**src/rtl/instr_encoder.sv**
```systemverilog
// MIPS instruction encoder: turns an op_sel plus register/immediate fields into a
// 32-bit word and queues it in a 2-entry FIFO toward a valid/ready consumer.
module instr_encoder (
    input  logic        clk,
    input  logic        rst_n,
    input  logic        in_valid,
    output logic        in_ready,
    input  logic [3:0]  op_sel,
    input  logic [4:0]  rs,
    input  logic [4:0]  rt,
    input  logic [4:0]  rd,
    input  logic [15:0] imm,
    input  logic [25:0] target,
    output logic        out_valid,
    input  logic        out_ready,
    output logic [31:0] instr,
    output logic        err_illegal,
    input  logic        err_clear,
    output logic [15:0] issued_cnt
);

    // Handshakes: a transfer happens on a rising edge where valid and ready are both 1;
    // valid never depends on ready, and a producer holds its payload until the transfer.

    logic [31:0] enc_word;
    logic        illegal_op;

    always_comb begin
        enc_word   = '0;
        illegal_op = 1'b0;
        case (op_sel)
            4'd0:    enc_word = {6'b000000, rs, rt, rd, 5'b00000, 6'b100000};
            4'd1:    enc_word = {6'b000000, rs, rt, rd, 5'b00000, 6'b100010};
            4'd2:    enc_word = {6'b000000, rs, rt, rd, 5'b00000, 6'b100100};
            4'd3:    enc_word = {6'b000000, rs, rt, rd, 5'b00000, 6'b100101};
            4'd4:    enc_word = {6'b000000, rs, rt, rd, 5'b00000, 6'b101010};
            4'd5:    enc_word = {6'b100011, rs, rt, imm};
            4'd6:    enc_word = {6'b101011, rs, rt, imm};
            4'd7:    enc_word = {6'b001000, rs, rt, imm};
            4'd8:    enc_word = {6'b001100, rs, rt, imm};
            4'd9:    enc_word = {6'b001101, rs, rt, imm};
            4'd10:   enc_word = {6'b001110, rs, rt, imm};
            4'd11:   enc_word = {6'b000100, rs, rt, imm};
            4'd12:   enc_word = {6'b000101, rs, rt, imm};
            4'd13:   enc_word = {6'b001111, 5'b00000, rt, imm};
            4'd14:   enc_word = {6'b000010, target};
            default: illegal_op = 1'b1;
        endcase
    end

    // slot0 is always the head; a pop shifts slot1 down.
    logic [31:0] slot0;
    logic [31:0] slot1;
    logic [1:0]  count;
    logic        accept;
    logic        push;
    logic        pop;

    assign in_ready  = (count != 2'd2);
    assign out_valid = (count != 2'd0);
    assign instr     = out_valid ? slot0 : 32'h0000_0000;
    assign accept    = in_valid & in_ready;
    assign push      = accept & ~illegal_op;
    assign pop       = out_valid & out_ready;

    always_ff @(posedge clk) begin
        if (!rst_n) begin
            count <= 2'd0;
            slot0 <= '0;
            slot1 <= '0;
        end else begin
            case ({push, pop})
                2'b10: begin
                    if (count == 2'd0) slot0 <= enc_word;
                    else               slot1 <= enc_word;
                    count <= count + 2'd1;
                end
                2'b01: begin
                    slot0 <= slot1;
                    count <= count - 2'd1;
                end
                // push with pop only happens with one entry held (full blocks push)
                2'b11:   slot0 <= enc_word;
                default: ;
            endcase
        end
    end

    always_ff @(posedge clk) begin
        if (!rst_n)                  err_illegal <= 1'b0;
        else if (accept & illegal_op) err_illegal <= 1'b1;
        else if (err_clear)          err_illegal <= 1'b0;
    end

    always_ff @(posedge clk) begin
        if (!rst_n)   issued_cnt <= '0;
        else if (pop) issued_cnt <= issued_cnt + 16'd1;
    end

endmodule

```
**config.mk**
```make
export PLATFORM = sky130hd
export DESIGN_NAME = instr_encoder
export DESIGN_NICKNAME = d
export VERILOG_FILES = /design/src/rtl/instr_encoder.sv
export SDC_FILE = /design/constraint.sdc
export NUM_CORES = 1
export LEC_CHECK = 0
export CAP_MARGIN = 0
export CORE_MARGIN = 3
export CORE_UTILIZATION = 40
export CTS_CLUSTER_SIZE = 12
export DETAILED_ROUTE_END_ITERATION = 8
export DONT_BUFFER_PORTS = 1
export SLEW_MARGIN = 10
export SYNTH_ARGS = -nofsm -noshare
export SYNTH_HDL_FRONTEND = slang
export SYNTH_SLANG_ARGS = --single-unit
```
**constraint.sdc**
```tcl
create_clock -name clk -period 6 [get_ports clk]
set_clock_uncertainty 0.15 [all_clocks]
set_input_delay 1.2 -clock clk [delete_from_list [all_inputs] [get_ports clk]]
set_output_delay 1.2 -clock clk [all_outputs]
set_load 0.1 [all_outputs]
```
* Yosys cells after proc, flatten, opt, wreduce, memory -nomap -nowiden
Cells that the tools add are included.
Storage, ports and cells: word-level logic and storage cells 49, flip-flop bits (word level) 83, bits in latches 0, output and inout bits 51, bits in writable memories 0, bits of input ports 66, ROM bits 0, memories 0
Cells by class: add/sub/neg operators 3, shift operators 0, divide/modulo/power cells 0, equality and inequality tests 19, reductions and logical operators 9, multiplexer cells 8, multipliers 0, bitwise gates (word level) 5, $lt $le $gt $ge 0
Operator list (number):
- 32-bit case mux with 15 select lines | 1
- 32-bit case mux with 3 select lines | 1
- 32-bit 2-to-1 mux | 2
- 4-bit equality test, second input constant | 7
- 16-bit by 1-bit adder with 16-bit output, second input constant | 1
- 4-bit by 3-bit equality test with 1-bit output, second input constant | 4
- 15-bit OR reduction | 1
- 4-bit by 2-bit equality test with 1-bit output, second input constant | 2
- 2-bit nonzero test | 3
- 1-bit AND | 4
- 2-bit equality test, second input constant | 2
- 4-bit by 1-bit equality test with 1-bit output, second input constant | 1
- 4-bit zero test | 1
- 2-bit inequality test, second input constant | 2
- 2-bit case mux with 2 select lines | 1
- 2-bit AND reduction | 2
- 1-bit 2-to-1 mux | 3
- 3-bit nonzero test | 1
- 2-bit by 1-bit adder with 2-bit output, second input constant | 1
- 2-bit by 1-bit equality test with 1-bit output, second input constant | 1
- 2-bit zero test | 1
- 2-bit by 1-bit subtractor with 2-bit output, second input constant | 1
- 1-bit inverter | 1

* Logic depth before layout (Yosys ltp)
Gate-level depths: netlist of the first run.
word-level depth 6, mapped depth 10, gate-level depth less buffers 8

* Worst setup path before layout of the first run
Ideal clock, no wire load.
kind flip-flop to output port, start register count[0], end output instr[10], arrival time 2.154 ns, path slack 2.496 ns, cell stages (with the launch flop) 5, buffers on the path 2, required time 4.650 ns, cell sequence dfxtp_1 -> buf_2 -> nor2_1 -> clkbuf_1 -> nor2b_1
On the way: cells in the longest elaborated chain, start to end 2
Ends and longest elaborated chain:
- start, declared | line 54 | logic [1:0] count;
- start signal, assigned | line 76 | count <= count + 2'd1;
- start signal, assigned | line 80 | count <= count - 2'd1;
- 2-bit nonzero test | line 60 | assign out_valid = (count != 2'd0);
- 32-bit 2-to-1 mux | line 61 | assign instr = out_valid ? slot0 : 32'h0000_0000;
- end, declared | line 16 | output logic [31:0] instr,
No other way between the ends.

* Worst setup path after layout of the first run
start register count[0], end output instr[31]
Same word-level chain as after synthesis.

==> impl_summary.log, run 1 <==
INFO  metric timing.critical_path.to_type = output port
INFO  metric startpoint_type = flop
INFO  metric status = finished clean
INFO  metric cp.required = 4650 ps
INFO  metric grtUsageTotal = 0.187
INFO  metric core_region_area = 10300 um^2
INFO  metric initial_core_util = 0.413
INFO  metric postCtsSetupRepairBufs = 0
INFO  metric logic_pwr_share = 0.456
INFO  metric relSlewSlack = 0.158
INFO  metric mappedNetlistNets = 583
INFO  metric netlist_top_cells_count = sky130_fd_sc_hd__dfxtp_1, sky130_fd_sc_hd__o21ai_0, sky130_fd_sc_hd__nand3_1, sky130_fd_sc_hd__nor2b_1, sky130_fd_sc_hd__clkbuf_1
INFO  metric rsz0062_at_grt = no
INFO  metric routed_via_density = 6.05
INFO  metric clkSinkCount = 81
INFO  metric synthSimpleGateAreaFrac = 0.235
INFO  metric synth-xor-area-share = 0.0267
INFO  metric slew_violations = 0
INFO  metric p_clk_frac = 0.181
INFO  metric ys.warnings.count = 0
INFO  metric hold_viol_final = 0
INFO  metric placementRows = 37
INFO  metric peakVddDrop = 0.188 mV
INFO  metric post-synth-top-count-cell = sky130_fd_sc_hd__dfxtp_1
INFO  metric synth_edf_count = 0
INFO  metric post_cts.resized_instances = 0
INFO  metric max-cap-violations = 0
INFO  metric numPortBuffers = 0
INFO  metric die_w = 109 um
INFO  metric yosysTopAreaCell = sky130_fd_sc_hd__dfxtp_1
INFO  metric io_pins = 117
INFO  metric timing_worst_setup_path_type = reg -> out
INFO  metric synth_top_area_share = 0.380
INFO  metric critical_path.max_stage_delay = 880 ps
INFO  metric cts-htree-levels = 3
INFO  metric worst_ep_arrival_time = 2300 ps
INFO  metric filler_cell_count = 1017
INFO  metric internal_power = 0.00110 W
INFO  metric powerDensity = 473 nW/um^2
INFO  metric cts_hold_buf = 0
INFO  metric vias = 3748
INFO  metric clock.fmax = 0.274 GHz
INFO  metric setup-violations-final = 0
INFO  metric syn_avg_cell_area = 8.29 um^2
INFO  metric dr.pass1.iters = 5
INFO  metric final_min_period_over_clock_period = 0.608
INFO  metric antenna-diode-count = 0
INFO  metric cts_root_buffer = sky130_fd_sc_hd__clkbuf_8
INFO  metric top_ff_cell_synth = sky130_fd_sc_hd__dfxtp_1
INFO  metric dominant_combinational_cell_family_by_area_after_synthesis = compound AO/OA/AOI/OAI gates
INFO  metric synthToLayoutAreaGrowth = 6.78%
INFO  metric critPathSlowestCell = sky130_fd_sc_hd__nor2b_2
INFO  metric leakage = 1.58 nW
INFO  metric cts_inserted_buffers = 9
INFO  metric cts_tree = built
INFO  metric finish.net_count = 549
INFO  metric power.share.switching = 0.491
INFO  metric wl = 11400 um
INFO  metric global_route.overflow_total = 0
INFO  metric grt_max_degree = 109
INFO  metric ant_nets = 0
INFO  metric worst_setup_hold_path_clk_slew = 80 ps
INFO  metric drive_above_1_share = 0.126
INFO  metric initial_antenna_violation_count = 0
INFO  metric dpl.hpwl = 7590 um
INFO  metric worstSkewPairLatency = 350 ps
INFO  metric synthArstFlopShare = 0
INFO  metric floorplan.die_area = 11900 um^2
INFO  metric drc_errors = 0
INFO  metric synth_compound_gate_area_share = 0.288
INFO  metric detail_route.wl_per_cell = 18.4 um
INFO  metric gp_congestion = 0.779
INFO  metric crit_path_max_fanout = 21
INFO  metric relative_contribution_of_sequential_cells_to_total_power = 0.363
INFO  metric power_switching = 0.00106 W
INFO  metric timing.critical_path.cells = nor2_4, buf_4, nor2b_2
INFO  metric synth_cells = 514
INFO  metric totalNegativeSetupSlack = 0 ps
INFO  metric final_layout_worst_hold_slack = 311 ps
INFO  metric min_path_type = reg -> reg
INFO  metric synth_seq_cells = 81
INFO  metric drt_iter0_drc = 281
INFO  metric report.power.total = 0.00215 W
INFO  metric synth_adder_area_share = 0.00881
INFO  metric die_height = 109 um
INFO  metric post_synth_mux_area_share = 0.00235
INFO  metric cts_max_path_buffers = 2
INFO  metric grt_pass1_wl = 17600 um
INFO  metric worst_pin_slew = 1260 ps
INFO  metric synth_area = 4260 um^2
INFO  metric register_area_share_after_synthesis = 0.380
INFO  metric vias_in_the_first_global_route = 3416
INFO  metric synth_unique_cells = 59
INFO  metric cell_types_occupying_the_most_area_after_synthesis = sky130_fd_sc_hd__dfxtp_1, sky130_fd_sc_hd__nor2b_1, sky130_fd_sc_hd__o21ai_0, sky130_fd_sc_hd__nand3_1, sky130_fd_sc_hd__o31ai_1
INFO  metric post-route-min-period = 3650 ps
cell usage in the layout (no fill, tap or decap), types with 8 or more instances in the layout:
cell type / instances
sky130_fd_sc_hd__a211oi_1: 8
sky130_fd_sc_hd__a21boi_0: 9
sky130_fd_sc_hd__a21oi_1: 19
sky130_fd_sc_hd__a221oi_1: 13
sky130_fd_sc_hd__and2_1: 19
sky130_fd_sc_hd__clkbuf_8: 9
sky130_fd_sc_hd__dfxtp_1: 81
sky130_fd_sc_hd__inv_1: 11
sky130_fd_sc_hd__nand2_1: 25
sky130_fd_sc_hd__nand2b_1: 12
sky130_fd_sc_hd__nand3_1: 37
sky130_fd_sc_hd__nor2_1: 12
sky130_fd_sc_hd__nor2b_2: 33
sky130_fd_sc_hd__nor3_1: 13
sky130_fd_sc_hd__o21a_1: 8
sky130_fd_sc_hd__o21ai_0: 40
sky130_fd_sc_hd__o31ai_1: 21
sky130_fd_sc_hd__xnor2_1: 9
power by group through the flow:
stage          Combinational, W  Clock [W]  Sequential [W]
5_1_grt                 0.00105   0.000419        0.000796
4_1_cts                0.000988   0.000399        0.000781
6_report               0.000982   0.000389        0.000781
3_3_place_gp           0.000970          0        0.000788
2_1_floorplan          0.000833          0        0.000758
3_5_place_dp           0.000985          0        0.000792
final timing paths:
kind	cells past startpoint	slack, ps	end	start
worst max-delay path	3	2350	instr[31]	count[0]
worst min-delay path	2	310	slot0[29]	slot0[29]
worst max register to register	6	2630	slot0[11]	count[0]
worst min register to register	2	310	slot0[29]	slot0[29]
per-layer routing:
| metal | part of all wire | wire length [um] | global-route usage | up-vias |
|---|---|---|---|---|
| met5 | 0 | 0 | 0 | - |
| met4 | 0.010 | 119 | 0.0490 | 0 |
| met3 | 0.095 | 1080 | 0.0728 | 12 |
| met2 | 0.46 | 5240 | 0.292 | 128 |
| met1 | 0.44 | 4960 | 0.243 | 1783 |
| li1 | - | - | - | 1825 |
metrics by stage:
step                std cells   util  setup slack [ps]  area [um^2]
floorplan                 514      -              2500         4260
global placement          605  0.423              2740         4370
detailed placement        605  0.423              2610         4370
CTS                       620  0.441              2320         4550
global route              620  0.441              2240         4550
finish                    620  0.441              2350         4550
kinds of logic after synthesis:
logic type,after synthesis
adders and majority gates,3
and+or+nand+nor,183
DFF,81
buffers and inverters,61
AOI/OAI and AO/OA,171
muxes,1
xor gates and xnor gates,13
other,1
worst max-delay path: cells and delay by family (launching register included):
kind,cells,cell delay (ps)
and+or+nand+nor,2,1070
DFF,1,570
buffers and inverters,1,300
area by class of cell:
cell class                      count  area [um^2]  share of cell area
Tap cell                          136          170              0.0374
Clock buffer                        9          124              0.0272
Clock inverter                      6         60.1              0.0132
Multi-Input combinational cell    372         2500               0.549
Sequential cell                    81         1620               0.356
Inverter                           11         41.3             0.00907
Timing Repair Buffer                5         37.5             0.00825
flip-flops by register name, indices dropped and copies added (netlist names):
register,count
issued_cnt,16
count,2
slot0,31
slot1,31
err_illegal,1
No activity file was read; power rests on OpenSTA's default activity.
==> run 2: changes to the inputs <==
==> constraint.sdc (replaced) <==
create_clock -name clk -period 3.15 [get_ports clk]
set_clock_uncertainty 0.15 [all_clocks]
set_input_delay 0.63 -clock clk [delete_from_list [all_inputs] [get_ports clk]]
set_output_delay 0.63 -clock clk [all_outputs]
set_load 0.1 [all_outputs]
==> impl_summary.log, run 2 (synthesized netlist as in run 1, its figures left out) <==
INFO  metric slew_violations = 0
INFO  metric routed_via_density = 5.83
INFO  metric die_height = 109 um
INFO  metric initial_core_util = 0.413
INFO  metric final_min_period_over_clock_period = 0.806
INFO  metric vias = 3912
INFO  metric initial_antenna_violation_count = 1
INFO  metric layout_top_registers = slot0: 31 flops, slot1: 31 flops, issued_cnt: 16 flops
INFO  metric multi_input_area = 2500 um^2
INFO  metric numPortBuffers = 0
INFO  metric commonest_non_fill_non_tap_cells_in_the_layout = sky130_fd_sc_hd__dfxtp_1, sky130_fd_sc_hd__buf_4, sky130_fd_sc_hd__o21ai_0
INFO  metric timing_worst_setup_path_type = reg -> reg
INFO  metric worst_setup_hold_path_clk_slew = 90 ps
INFO  metric dr.pass1.iters = 5
INFO  metric powerDensity = 891 nW/um^2
INFO  metric max-cap-violations = 0
INFO  metric detail_route.wl_per_cell = 17.2 um
INFO  metric drive_above_1_share = 0.206
INFO  metric drc_errors = 0
INFO  metric io_pins = 117
INFO  metric totalNegativeSetupSlack = 0 ps
INFO  metric wl = 11600 um
INFO  metric cp.required = 3270 ps
INFO  metric grt_max_degree = 109
INFO  metric ant_nets = 0
INFO  metric report.power.total = 0.00445 W
INFO  metric core_region_area = 10300 um^2
INFO  metric cts_inserted_buffers = 9
INFO  metric gp_congestion = 0.818
INFO  metric floorplan.die_area = 11900 um^2
INFO  metric clock.fmax = 0.394 GHz
INFO  metric layout_commonest_cell = sky130_fd_sc_hd__dfxtp_1
INFO  metric cts_root_buffer = sky130_fd_sc_hd__clkbuf_8
INFO  metric cts-htree-levels = 3
INFO  metric cts_tree = built
INFO  metric leakage = 1.88 nW
INFO  metric cts_hold_buf = 0
INFO  metric crit_path_max_fanout = 21
INFO  metric startpoint_type = flop
INFO  metric antenna-diode-count = 0
INFO  metric relSlewSlack = 0.316
INFO  metric status = finished clean
INFO  metric post_cts.resized_instances = 0
INFO  metric peakVddDrop = 0.428 mV
INFO  metric postCtsSetupRepairBufs = 0
INFO  metric hold_viol_final = 0
INFO  metric dpl.hpwl = 7830 um
INFO  metric worst_pin_slew = 1020 ps
INFO  metric placementRows = 37
INFO  metric post-route-min-period = 2540 ps
INFO  metric timing.critical_path.to_type = flop
INFO  metric area.sequential = 1620 um^2
INFO  metric filler_cell_count = 1000
INFO  metric worstSkewPairLatency = 360 ps
INFO  metric setup-violations-final = 0
INFO  metric min_path_type = in -> reg
INFO  metric rsz0062_at_grt = no
INFO  metric synthToLayoutAreaGrowth = 17.1%
INFO  metric finish.net_count = 599
INFO  metric global_route.overflow_total = 0
INFO  metric clkSinkCount = 81
INFO  metric cts_max_path_buffers = 2
INFO  metric grt_pass1_wl = 18100 um
INFO  metric grtUsageTotal = 0.195
INFO  metric vias_in_the_first_global_route = 3562
INFO  metric die_w = 109 um
INFO  metric worst_ep_arrival_time = 2660 ps
INFO  metric drt_iter0_drc = 363
[run 2: stage by stage]
stage | setup slack (ps) | utilization | hold slack (ps) | std cells | cell area, um^2
5_1_grt | 384 | 0.483 | 223 | 671 | 4990
2_1_floorplan | 216 | - | 286 | 514 | 4260
3_5_place_dp | 522 | 0.461 | 301 | 655 | 4760
6_report | 611 | 0.483 | 241 | 671 | 4990
3_3_place_gp | 609 | 0.461 | 295 | 655 | 4760
4_1_cts | 618 | 0.483 | 227 | 671 | 4990
[run 2: final cells by class]
type	instances	share of cell area
repair buffers	55	0.0852
clock buffers	11	0.0263
multi-input cells	372	0.500
flip-flops and latches	81	0.325
inverters	11	0.00827
clock inverters	5	0.0208
well taps	136	0.0341
[run 2: worst paths after layout]
check        startpoint              to  slack, ps  depth (start not counted)
max            count[0]       slot0[14]        610                          6
max reg2reg    count[0]       slot0[14]        610                          6
min               rst_n  issued_cnt[14]        240                          1
min reg2reg   slot0[27]       slot0[27]        320                          2
[run 2: report_power, final]
part / internal (W) / switching [W]
Combinational: 0.000594 / 0.00151
Clock: 0.000528 / 0.000382
Sequential: 0.00129 / 0.000148
[run 2: critical path, cell delays in order (launching register included)]
cell                       delay, ps
sky130_fd_sc_hd__dfxtp_1         430
sky130_fd_sc_hd__o21ai_2         250
sky130_fd_sc_hd__inv_1           170
sky130_fd_sc_hd__ha_1            250
sky130_fd_sc_hd__inv_1           520
sky130_fd_sc_hd__nand3_1         380
sky130_fd_sc_hd__o221ai_1        290
[run 2: per-layer routing]
| metal | vias to the layer above | part of all wire | GRT usage |
|---|---|---|---|
| li1 | 1936 | - | - |
| met1 | 1821 | 0.44 | 0.258 |
| met2 | 138 | 0.46 | 0.300 |
| met3 | 15 | 0.086 | 0.0610 |
| met4 | 2 | 0.014 | 0.0650 |
| met5 | - | 0.00061 | 0 |
